$ cat src/rtl/if_stage.sv
// Instruction-fetch stage: PC, handshaked imem fetch, freeze/flush to IF/ID.
// Ports: clk, rst, freeze_in, branch_taken_in/addr_in, imem_*, PC_out,
//        Instruction_out, freeze_out, flush_out.
module if_stage #(
  parameter logic [31:0] RESET_PC  = 32'h0000_0000,
  parameter logic [31:0] NOP_INSTR = 32'h0000_0000
) (
  input  logic        clk,
  input  logic        rst,
  input  logic        freeze_in,
  input  logic        branch_taken_in,
  input  logic [31:0] branch_addr_in,
  output logic        imem_req,
  output logic [31:0] imem_addr,
  input  logic [31:0] imem_rdata,
  input  logic        imem_ready,
  output logic [31:0] PC_out,
  output logic [31:0] Instruction_out,
  output logic        freeze_out,
  output logic        flush_out
);

  typedef enum logic {
    S_FETCH,
    S_HOLD
  } state_t;

  state_t      r_state;
  state_t      w_state_nxt;
  logic [31:0] r_pc;
  logic [31:0] w_pc_nxt;
  logic [31:0] r_held;
  logic [31:0] w_held_nxt;
  logic        r_rpend;
  logic        w_rpend_nxt;
  logic [31:0] r_raddr;
  logic [31:0] w_raddr_nxt;

  logic        w_fetch;
  logic        w_hold;
  logic        w_fetch_ok;
  logic        w_avail;
  logic        w_drop;
  logic [31:0] w_pc_inc;

  assign w_fetch    = (r_state == S_FETCH);
  assign w_hold     = (r_state == S_HOLD);
  assign w_fetch_ok = w_fetch && imem_ready && !r_rpend;
  assign w_avail    = w_fetch_ok || w_hold;
  // Word completing an access that a redirect already superseded.
  assign w_drop     = w_fetch && imem_ready && r_rpend;
  assign w_pc_inc   = r_pc + 32'd4;

  assign imem_req  = w_fetch && !rst;
  assign imem_addr = r_pc;
  assign PC_out    = w_pc_inc;

  always_comb begin
    Instruction_out = NOP_INSTR;
    freeze_out      = 1'b0;
    flush_out       = 1'b0;
    if (rst) begin
      freeze_out = 1'b1;
    end else if (branch_taken_in || w_drop) begin
      flush_out = 1'b1;
    end else begin
      if (w_hold)
        Instruction_out = r_held;
      else if (w_fetch_ok)
        Instruction_out = imem_rdata;
      freeze_out = freeze_in || !w_avail;
    end
  end

  always_comb begin
    w_state_nxt = r_state;
    w_pc_nxt    = r_pc;
    w_held_nxt  = r_held;
    w_rpend_nxt = r_rpend;
    w_raddr_nxt = r_raddr;
    if (branch_taken_in && w_fetch && !imem_ready) begin
      // Keep imem_addr stable; redirect once the access completes.
      w_rpend_nxt = 1'b1;
      w_raddr_nxt = branch_addr_in;
    end else if (branch_taken_in) begin
      w_pc_nxt    = branch_addr_in;
      w_state_nxt = S_FETCH;
      w_rpend_nxt = 1'b0;
    end else if (w_drop) begin
      w_pc_nxt    = r_raddr;
      w_rpend_nxt = 1'b0;
    end else if (w_fetch && imem_ready && !freeze_in) begin
      w_pc_nxt = w_pc_inc;
    end else if (w_fetch && imem_ready) begin
      // Capture so memory is not asked again while frozen.
      w_held_nxt  = imem_rdata;
      w_state_nxt = S_HOLD;
    end else if (w_hold && !freeze_in) begin
      w_pc_nxt    = w_pc_inc;
      w_state_nxt = S_FETCH;
    end
  end

  always_ff @(posedge clk or posedge rst) begin
    if (rst) begin
      r_state <= S_FETCH;
      r_pc    <= RESET_PC;
      r_held  <= 32'h0;
      r_rpend <= 1'b0;
      r_raddr <= 32'h0;
    end else begin
      r_state <= w_state_nxt;
      r_pc    <= w_pc_nxt;
      r_held  <= w_held_nxt;
      r_rpend <= w_rpend_nxt;
      r_raddr <= w_raddr_nxt;
    end
  end

endmodule

$ cat config.mk
export PLATFORM = sky130hd
export DESIGN_NAME = if_stage
export DESIGN_NICKNAME = d
export VERILOG_FILES = /design/src/rtl/if_stage.sv
export SDC_FILE = /design/constraint.sdc
export NUM_CORES = 1
export LEC_CHECK = 0
export CORE_MARGIN = 5
export CORE_UTILIZATION = 35
export DETAILED_ROUTE_END_ITERATION = 10
export PLACE_DENSITY = 0.63
export SETUP_SLACK_MARGIN = 0.05
export SLEW_MARGIN = 25
export SYNTH_ARGS = -nofsm -noshare
export SYNTH_HDL_FRONTEND = slang
export SYNTH_SLANG_ARGS = --single-unit
$ cat constraint.sdc
create_clock -name clk -period 9.5 [get_ports clk]
set_input_delay 2.85 -clock clk [delete_from_list [all_inputs] [get_ports clk]]
set_output_delay 2.85 -clock clk [all_outputs]
set_load 0.005 [all_outputs]
# Word-level counts from Yosys, hierarchy flattened
# Cells that the tools add are included.
dict set report op_classes {
  bitwise_logic 5
  muxes 21
  n_reduce_logical 22
  add_sub_neg 1
  eq_ne 3
}
# operator count
set op_table {}
lappend op_table {{2-to-1 mux 32 bit} 9}
lappend op_table {{adder 32 x 3 -> 32 bit (second input constant)} 1}
lappend op_table {{2-to-1 mux 1 bit} 12}
lappend op_table {{logical AND 1 bit} 8}
lappend op_table {{nonzero test 3 bit} 2}
lappend op_table {{zero test 1 bit} 5}
lappend op_table {{NOT 1 bit} 5}
lappend op_table {{AND reduction 5 bit} 1}
lappend op_table {{inequality test 2 bit (second input constant)} 2}
lappend op_table {{inequality test 4 x 3 -> 1 bit (second input constant)} 1}
lappend op_table {{AND reduction 4 bit} 1}
lappend op_table {{nonzero test 4 bit} 1}
lappend op_table {{logical OR 1 bit} 3}
lappend op_table {{AND reduction 3 bit} 1}
dict set report word_totals {
  word_cells 57
  output_inout_bits 99
  ff_bits 98
  input_bits 69
}

# Longest topological paths before layout
# Gate-level depths: netlist (run 1).
dict set report logic_depth {
  word_depth 8
  depth_mapped 7
  ltp_nobuf 5
}

# Worst setup path before layout (run 1)
# OpenSTA, ideal clock, no wires.
dict set report synth_path {
  path_type {in2out}
  startpoint {input rst}
  endpoint {output Instruction_out[10]}
  required_ns 6.650
  arrival_ns 5.726
  path_buffers 1
  path_stages 4
  path_slack_ns 0.924
  path_cell_list {inv_1 nand2_1 clkbuf_1 nor2_1}
}
dict set report synth_via {
  elab_chain_cells 1
}
# item line_no
set synth_lines {}
lappend synth_lines {{from (decl)} 9} ;# input logic rst,
lappend synth_lines {{2-to-1 mux 32 bit} 62} ;# if (rst) begin
lappend synth_lines {{to (decl)} 18} ;# output logic [31:0] Instruction_out,
# No other way between the ends.

# Worst setup path in the final report (run 1)
dict set report layout_path {
  startpoint {input imem_ready}
  endpoint {output Instruction_out[1]}
}
dict set report layout_via {
  elab_chain_cells 6
  elab_cells_between_ends 8
  classes_between {4 x mux; 4 x reduce/logical}
}
# item line_no
set layout_lines {}
lappend layout_lines {{from (decl)} 16} ;# input logic imem_ready,
lappend layout_lines {{logical AND 1 bit (*)} {48, 51}}
lappend layout_lines {{logical AND 1 bit} 48} ;# assign w_fetch_ok = w_fetch && imem_ready && !r_rpend;
lappend layout_lines {{2-to-1 mux 32 bit} 69} ;# else if (w_fetch_ok)
lappend layout_lines {{2-to-1 mux 32 bit} 67} ;# if (w_hold)
lappend layout_lines {{2-to-1 mux 32 bit (*)} 64} ;# end else if (branch_taken_in || w_drop) begin
lappend layout_lines {{2-to-1 mux 32 bit (*)} 62}
# Every way passes the cells marked *; elsewhere a longest branch is shown, timed or not.

==> run summary, run 1 <==
The xor and xnor fraction of the mapped netlist area is 4.33%. TritonCTS built the clock tree. The detailed-routing iteration count for the pre-antenna-repair pass is 5. The initial antenna violation count came out at 0. The signed area change from the synthesized netlist to the final layout is 39.0%. The worst-case clock buffer depth came out at 2. The arrival time reported for the critical path endpoint is around 5.3 ns. The final core utilization came out at 49.5%. The type of origin of the critical path is an input pin.

The number of max-slew violations in the final report is 0. For this design, the CTS-stage hold fixing added 0 buffers. Synthesis produced a netlist whose cell count is 575. The synthesized area per cell came out at 9.84 µm². After synthesis, the share of flip-flops with an asynchronous set or reset is 100%. The number of remaining DRC errors came out at 0.

The post-layout net count is 791. The measured slew at the worst slew-check pin came out at 0.968 ns. The core footprint came out at 15900 µm². The largest voltage drop on the vdd net came out at 0.0000744 V. The main flop type after synthesis is dfrtp_1. At the end of routability-driven placement, the weighted congestion stood at 0.818. Based on the critical path, the design can be clocked at up to 0.123 GHz. The net switching share of the total power came out at 30.2%. The aggregate global routing overflow came out at 0.

The number of gates given a new drive strength after cts is 0. The synthesized netlist contains 56 unique library cells. The time the worst path needs with I/O delays and setup came out at 8.11 ns. The violation count after the first detailed-route iteration is 341.

The non-filler instance count after layout is 941. The count of max-cap constraint violations is 0. Entering global routing, the biggest net connects 80 pins.

The post-synthesis sequential element count came out at 98. The number of placed instances, taps included, is 925. The clock tree skew after final layout came out at 0.00757 ns.

The first element of the critical path is imem_ready. Post-CTS timing repair inserted 0 buffers for setup. The top fanout value on the critical path is 32. The power share of the clock group came out at between 20% and 30%. The number of buffers added by the clock tree synthesis step came out at 9.

In this run the core area contains 46 standard-cell rows. The total number of H-tree levels came out at 3. Once detail routing completed, the nets flagged for antenna violations numbered 0. The post-synthesis cell area is between 5000 and 6000 µm². After Yosys synthesis, and, or, nand and nor cells account for 16.5% of the synthesized area.

For this design the ratio of total power to cell area is 184 nW/µm². The area of all placed cells without fillers is 7860 µm². Summing over every cut layer, the via total after detailed routing is 5191.

The half-perimeter wire length of the detailed placement result is roughly 12 mm. The data required time of the worst path came out at 6.65 ns. Summing the areas of all fa, ha and maj instances in the mapped netlist gives less than 1% of the synthesized area. The via density per instance came out at roughly 5.5. The initial core utilization is between 30 and 40%.

The net switching component of the power is ~0.44 mW. The part of the total power dissipated in sequential elements is 41.9%. The average wire length per cell after detail routing came out at 18.2 µm.

The total chip power is 1.44 mW. Sequential elements use 43.3% of the synthesized area. 0 antenna diodes ended up in the layout.

The die area is 18800 µm². The tightest min-delay check is of the reg2reg type. The register-to-register setup slack came out at approximately 6.9 ns. The share of layout cells above drive strength 1 is 14.8%. The cell sitting at the root of the clock tree is a clkbuf_16.

Setup violations remaining at the end of the flow were counted as 0. The worst setup path is captured at an output port. Internal power comes to roughly 1.0 mW. The count of buffers added on input and output ports is 167. The number of failing hold endpoints at the final stage came to 0. During I/O placement, the number of pins put on the boundary was ~170. Summed over all failing endpoints, the final setup total negative slack is 0 ns. In this run the static leakage power is between 3 and 4 nW. In the finished design, the share of the clock period the worst path needs comes to 85.4%. The relative slew slack is 35.0%. The critical path in this run is classified as in2out.

The clock net sink count is 98. The cell area after placement is approximately 7500 µm². In this run the most critical hold path is launched from r_raddr[10]. The compound-gate portion of the synthesized area came out at 15.9%. The warning count from the yosys run came out at 0. The die outline width came out at approximately 140 µm. Clock-pin slew was measured on the worst setup and hold paths at 0.07 ns. The reg-to-reg critical path startpoint is imem_addr[2]. The net count after synthesis is 645.

The first-pass GRT wire length came out at between 20 and 30 mm. The run finished with clean final reports. The clock reaches the later pin of the worst-skew pair after 0.34 ns. Setup repair after global routing left no endpoint under its margin. The final layout contains routed wiring with a total length of ~17 mm. The via count of the first global-routing pass came to 5300. In this run, the combinational gates consume 31.1% of the power. The number of enable flip-flop cells after synthesis came out at 0. After synthesis, the largest family of logic cells by area is simple AND/OR/NAND/NOR gates. The multiplexer share of the synthesized area is 15.8%. The aggregate global-route resource usage is 18.5%. The vertical extent of the die came out at 137 µm.
## kinds of logic after synthesis
family	after synthesis
AO/OA/AOI/OAI	127
XOR/XNOR	28
adder cells (fa/ha/maj)	1
buffers and inverters	57
flip-flops	98
multiplexers	81
AND/OR/NAND/NOR	183
## per-layer routing
| metal | GRT usage, % | part of all wire [%] |
|---|---|---|
| met5 | 0 | 0 |
| met4 | 4.88 | 1.0 |
| met3 | 4.45 | 7.3 |
| met2 | 30.8 | 49 |
| met1 | 24.1 | 42 |
## power groups by stage
stage / clock network [mW] / logic, mW / registers [mW]
after global routing: 0.418 / 0.490 / 0.620
after global placement: 0 / 0.440 / 0.604
after CTS: 0.399 / 0.454 / 0.603
after floorplan: 0 / 0.224 / 0.586
after detailed placement: 0 / 0.453 / 0.610
final: 0.390 / 0.449 / 0.605
## synth_stat cells (10+ instances only)
master | number | area share [%]
a22oi_1 | 32 | 4.2
clkbuf_1 | 32 | 2.1
dfrtp_1 | 98 | 43
inv_1 | 13 | 0.86
mux2_2 | 65 | 13
mux2i_1 | 16 | 2.8
nand2_1 | 40 | 2.7
nand2b_1 | 19 | 2.1
nand3_1 | 18 | 1.6
nor2_1 | 53 | 3.5
o211ai_1 | 10 | 1.3
o21ai_0 | 22 | 1.9
xnor2_1 | 19 | 2.9
## cell usage in the layout (no fill, tap or decap), types with 10 or more instances in the layout
master and count:
clkdlybuf4s50_1 166, dfrtp_1 98, mux2_2 65, nor2_1 52
nand2_1 40, a22oi_1 32, o21ai_0 22, nand2b_1 19
xnor2_1 19, nand3_1 18, mux2i_1 16, inv_1 12
o211ai_1 10, buf_4 10
## through the flow
stage	hold WS (ns)	setup WS (ns)
after global placement	0.482	1.46
after detailed placement	0.493	1.39
final	0.505	1.39
after global routing	0.524	1.13
after floorplan	0.472	0.924
after CTS	0.509	1.38
## flip-flops by register name, indices dropped and copies added, names as in the netlist
register   flops
r_state        1
r_raddr       32
r_rpend        1
imem_addr     32
r_held        32
## final timing paths
path,to,cells past startpoint
max in group asynchronous,imem_addr[4],3
hold reg to reg,r_raddr[10],1
setup / recovery,Instruction_out[1],7
min in group asynchronous,r_rpend,2
hold / removal,r_raddr[10],1
setup reg to reg,imem_addr[28],5
## critical path, stage by stage
cell	delay, ns
clkdlybuf4s50_1	0.55
and3b_1	0.74
nor2_1	0.12
nand2_1	0.11
buf_4	0.30
nor2_1	0.11
clkdlybuf4s50_1	0.46
## cell type report
cell class              count  area [µm²]
clock buffers               9         225
well taps                 216         270
flip-flops and latches     98        2450
clock inverters             6        82.6
repair buffers            179        1780
multi-input cells         420        3000
fillers                  1483        8020
inverters                  13        51.3
(Power assumes the default switching activity.)
==> run 2: changes to the inputs <==
--- a/config.mk
+++ b/config.mk
@@ -6,10 +6,11 @@
 export NUM_CORES = 1
 export LEC_CHECK = 0
 export CORE_MARGIN = 5
-export CORE_UTILIZATION = 35
+export CORE_UTILIZATION = 40
 export DETAILED_ROUTE_END_ITERATION = 10
-export PLACE_DENSITY = 0.63
+export PLACE_DENSITY = 0.71
 export SETUP_SLACK_MARGIN = 0.05
+export SKIP_CTS_REPAIR_TIMING = 1
 export SLEW_MARGIN = 25
 export SYNTH_ARGS = -nofsm -noshare
 export SYNTH_HDL_FRONTEND = slang
==> run summary, run 2 (synthesized netlist as in run 1, its figures left out) <==
Across all layers, the routed design uses approximately 5100 vias. The aggregate global-route resource usage came out at 20.3%. The aggregate global routing overflow is 0. The number of primary I/O pins is 168. The data required time of the worst path came out at approximately 6.7 ns. For the finished layout, the period the worst path requires is between 8 and 9 ns. The largest voltage drop on the vdd net is roughly 0.000083 V. The die area came out at ~17000 µm².

In this run the tightest slew margin relative to its limit is between 30% and 40%. The endpoint identified for the worst register-to-register timing path is r_held[9]. The cell count of the worst hold path is 1. The top cell types in the final layout, fill and taps aside, are 166 x clkdlybuf4s50_1, 98 x dfrtp_1, 65 x mux2_2. The worst-case setup slack after placement came out at around 0.9 ns. The number of cells on the worst reg-to-reg path is 4. The final layout contains routed wiring with a total length of 16.7 mm. Using the TritonRoute via totals, the vias-per-cell ratio works out to around 5.6. The count of max-cap constraint violations came out at 0. The total inserted antenna cells is 0.

The count of buffers from port buffering is 167. At the pin with the least slew margin, the transition time is 1.02 ns. The critical path capture point type is an output port. The clock net sink count came out at 98. The die outline width came out at 129 µm. The fmax came out at 0.120 GHz.

In this run the number of H-tree levels came out at 3. The worst min-delay path endpoint is r_raddr[6]. The startpoint identified for the worst hold timing path is r_raddr[6]. The run finished with clean final reports. Of the cells placed in the final design, the portion with a size suffix greater than 1 is 14.4%. Counting the buffers created by CTS gives 9.

The number of filler instances in the final layout came out at 1206. The final worst setup slack is 1.18 ns. The final estimated routing congestion in global placement is 0.885. The final setup violation count came out at 0. The initial antenna violation count is 0. For this configuration, the core starts out at a cell density of 40.8%.

The detailed-routing iteration count for the pre-antenna-repair pass came out at 5. The top fanout value on the critical path came out at 32. The number of max-slew violations in the final report was 0. At the worst endpoint, the arrival time is around 5.5 ns. The first-pass GRT wire length came out at 27.1 mm. The count of nets left with antenna violations once routing finished came out at 0. The leakage power total is just over 3 nW.

The clock tree from TritonCTS is done. The clock tree skew after final layout came out at 0.00493 ns. Setup repair after global routing left no endpoint under its margin.

The cell area after placement is 7460 µm². The power per cell area came out at 184 nW/µm². The number of failing hold endpoints at the final stage is 0. Row generation in the floorplan step produced 43 rows. Setup slack on the worst reg-to-reg path comes out at 6.86 ns. The clock input transition at the sequential cells of the worst setup and hold paths is 0.06 ns.

Clock latency on the worst-skew pair, taken at its later pin, is roughly 0.35 ns. The region available for standard cell placement spans 13900 µm². The worst setup path is launched from an input pin. After legalization and detailed placement, the total HPWL measured 11.9 mm. The worst path uses 87.6% of the clock period. The worst-case clock buffer depth came out at 2. The startpoint identified for the worst register-to-register timing path is r_state.

The type of the worst setup path is in2out. The path type of the worst min-delay path is reg2reg. The total chip power is 1.43 mW. The sequential cells in the finished layout cover a total of 2450 µm². The via count of the first global-routing pass is 5262. The number of remaining DRC errors came out at 0. Entering global routing, the biggest net connects 61 pins. The average wire length per cell after detail routing came out at roughly 18 µm. The root buffer cell is clkbuf_16. In this run, the number of DRC markers left after iteration 0 of detailed routing was ~420. The total negative slack for setup checks came out at 0 ns. The library cell used most frequently in the layout, excluding fill and tap cells, is clkdlybuf4s50_1. The multi-input gate area in the final layout came out at between 3000 and 4000 µm².

The post-layout net count came out at 787. Measured along the y axis, the die boundary spans 129 µm. The finished cells cover 7770 µm².

The signed area change from the synthesized netlist to the final layout came out at 37.3%.
run 2: changes by cell type in the layout (fill, tap and decap cells not counted), sizes merged:
cell	before	now
bufinv	2	1
buf	13	9
clkbuf	9	13
clkinvlp	1	0
clkinv	3	1
run 2: per-layer routing:
| layer | global-route usage [%] | wire [µm] | up-vias |
|---|---|---|---|
| met1 | 26.6 | 7140 | 2499 |
| met2 | 33.4 | 8210 | 186 |
| met5 | 0 | 0 | - |
| met4 | 6.11 | 259 | 0 |
| met3 | 4.69 | 1060 | 16 |
| li1 | - | - | 2389 |
run 2: where the power goes:
group	switching (mW)	internal (mW)	total (mW)	leakage (nW)
combinational	0.175	0.269	0.443	1.71
sequential	0.0956	0.510	0.605	1.16
clock	0.156	0.224	0.380	0.152
run 2: worst max path at each step:
stage | depth (start not counted) | slack, ns | to | from
finish | 6 | 1.18 | Instruction_out[1] | imem_ready
global route | 6 | 1.01 | Instruction_out[6] | imem_ready
CTS | 6 | 0.86 | Instruction_out[1] | imem_ready
detailed placement | 6 | 0.88 | Instruction_out[1] | imem_ready
global placement | 6 | 1.10 | Instruction_out[11] | imem_ready
floorplan | 4 | 0.92 | Instruction_out[10] | rst
run 2: layout make-up:
cell class              count  share of cell area, %
well taps                 180                   2.90
repair buffers            175                   22.2
clock inverters             2                  0.451
inverters                  13                  0.660
flip-flops and latches     98                   31.6
clock buffers              13                   3.48
multi-input cells         420                   38.7
run 2: critical path, cell delays in order:
cell and delay [ns]:
clkdlybuf4s50_1 0.57, and3b_1 0.78, nor2_1 0.15, nand2_2 0.50
nor2_1 0.14, clkdlybuf4s50_1 0.49
run 2: through the flow:
stage,cells,hold WS (ns),utilization [%]
after floorplan,575,0.472,-
after global placement,886,0.480,53.7
after detailed placement,886,0.490,53.7
after CTS,901,0.505,55.9
after global routing,901,0.519,56.0
final,901,0.503,56.0
==> run 3: changes to the inputs <==
--- a/config.mk
+++ b/config.mk
@@ -5,7 +5,7 @@
 export SDC_FILE = /design/constraint.sdc
 export NUM_CORES = 1
 export LEC_CHECK = 0
-export CORE_MARGIN = 5
+export CAP_MARGIN = 20
 export CORE_UTILIZATION = 40
 export DETAILED_ROUTE_END_ITERATION = 10
 export PLACE_DENSITY = 0.71
==> run summary, run 3 (synthesized netlist as in run 1, its figures left out) <==
The run finished with clean final reports. From left edge to right edge, the die measures 121 µm. The critical path starts at imem_ready.

At the worst endpoint, the arrival time is 5.45 ns. The number of remaining DRC errors is 0. The cell area after placement came out at 7460 µm².

The root buffer cell chosen for the clock tree is clkbuf_16. The number of max-slew violations in the final report came out at 0. TritonCTS built the clock tree. On the final layout, the worst clock skew is around 0.0044 ns. The fmax came out at between 0.1 and 0.15 GHz. STA classifies the critical path endpoint as an output port. In this run the critical register-to-register path is captured at imem_addr[28]. The total number of H-tree levels came out at 3. The largest voltage drop on the vdd net is 0.0000949 V.

The number of primary I/O pins is 168. For the pin with the worst max-slew slack, the measured transition is 1.09 ns. The library cells used most frequently in the layout, excluding fill and tap cells, are 166 x clkdlybuf4s50_1, 98 x dfrtp_1, 65 x mux2_2. Setup repair after global routing left no endpoint under its margin. The aggregate global routing overflow came out at 0. Leaving out fill and tap cells, the most frequent cell in the layout is clkdlybuf4s50_1. The data required time of the worst path came out at between 6 and 7 ns.

The core footprint came out at 13800 µm². Summing all non-filler instances in the final layout gives an area of slightly below 8000 µm². In this run the critical register-to-register path is launched from imem_addr[2].

The die area came out at 14600 µm². The via density per instance is 5.69. The final core utilization is 56.0%. The first routing iteration left 301 violations. The worst-case setup slack after placement came out at 0.918 ns. After clock tree synthesis, the clock-pin slew on the worst setup and hold paths is 0.07 ns.

The number of cells on the worst reg-to-reg path came out at 5. The final worst setup slack came out at 1.20 ns. The aggregate global-route resource usage came out at 22.1%.

Along the worst path, the maximum fanout reaches 32. The count of max-cap constraint violations came out at 0. The clock net sink count came out at 98. The half-perimeter wire length of the detailed placement result is 11.1 mm. The min-delay analysis places its worst path in the category reg2reg.

The critical path in this run is classified as in2out. TritonCTS created 9 clock buffers. In this run the register-to-register setup slack is a little under 7 ns. Setup violations remaining at the end of the flow were counted as 0. The largest net degree at the start of global routing came out at 61. The clock latency on the worst-skew pair is roughly 0.35 ns.

The type of origin of the critical path is an input pin. The number of routed nets with antenna violations is 0. The average wire length per cell after detail routing is ~18 µm. Port buffering added 167 buffers. The first-pass GRT wire length is 25.4 mm. In this run the tightest slew margin relative to its limit is 25.7%.

The most critical setup path has its endpoint at Instruction_out[19]. The vertical extent of the die came out at ~120 µm. The total inserted antenna cells is 0.

Counting the fill cells in the layout gives 1198. The detailed-routing iteration count for the pre-antenna-repair pass came out at 5. At the end of routability-driven placement, the weighted congestion stood at 0.846. The post-layout net count came out at 788. The final wirelength is 16.0 mm. The leakage power total is 3.01 nW. The initial antenna violation count is 0. The number of failing hold endpoints at the final stage is 0. The signed area change from the synthesized netlist to the final layout came out at 37.0%. Cells with a size suffix above 1 make up between 10% and 20% of the layout. The total number of placement rows is between 40 and 50.

The final critical path takes up 87.3% of the cycle. The total negative slack for setup checks came out at 0 ns. Dividing total power by cell area gives a power density of about 180 nW/µm². The initial core utilization is 40.9%.

The worst-case clock buffer depth is 2. The via count of the first global-routing pass was between 5000 and 6000. The total chip power is approximately 1.4 mW.

The total via count in the routed design came out at 5135. Subtracting the final worst setup slack from the clock period gives slightly above 8 ns.
==> run 3: where the power goes <==
part	internal, mW	leakage (nW)	switching (mW)	total (mW)
registers	0.509	1.16	0.0950	0.604
logic	0.269	1.72	0.173	0.442
clock network	0.192	0.139	0.165	0.357
==> run 3: cell type report <==
cell class	instances	area, µm²	area share, %
clock inverters	4	26.3	0.339
multi-input cells	420	3000	38.8
repair buffers	176	1730	22.4
clock buffers	12	256	3.31
well taps	180	225	2.91
inverters	13	51.3	0.662
flip-flops and latches	98	2450	31.6
==> run 3: worst min path at each step <==
stage	endpoint	cells after the start	slack, ns	from
after global routing	r_raddr[6]	1	0.52	r_raddr[6]
final	r_raddr[6]	1	0.50	r_raddr[6]
after floorplan	r_raddr[5]	1	0.47	r_raddr[5]
after global placement	r_raddr[2]	1	0.48	r_raddr[2]
after detailed placement	r_raddr[6]	1	0.49	r_raddr[6]
after CTS	r_raddr[6]	1	0.50	r_raddr[6]
==> run 3: critical path, stage by stage <==
cell	delay, ns
clkdlybuf4s50_1	0.57
and3b_1	0.76
nor2_1	0.15
nand2_2	0.50
nor2_1	0.13
clkdlybuf4s50_1	0.47
==> run 3: per-stage QoR <==
stage               hold slack, ns  cells
floorplan                    0.472    575
global placement             0.482    887
detailed placement           0.488    887
CTS                          0.503    903
global route                 0.516    903
finish                       0.502    903
==> run 3: metal layers <==
metal  up-vias  part of all wire [%]  global-route usage, %
li1       2384                     -                      -
met1      2544                    43                   28.1
met2       188                    48                   36.6
met5         -                     0                      0
met4         0                   1.9                   8.80
met3        19                   6.4                   4.65
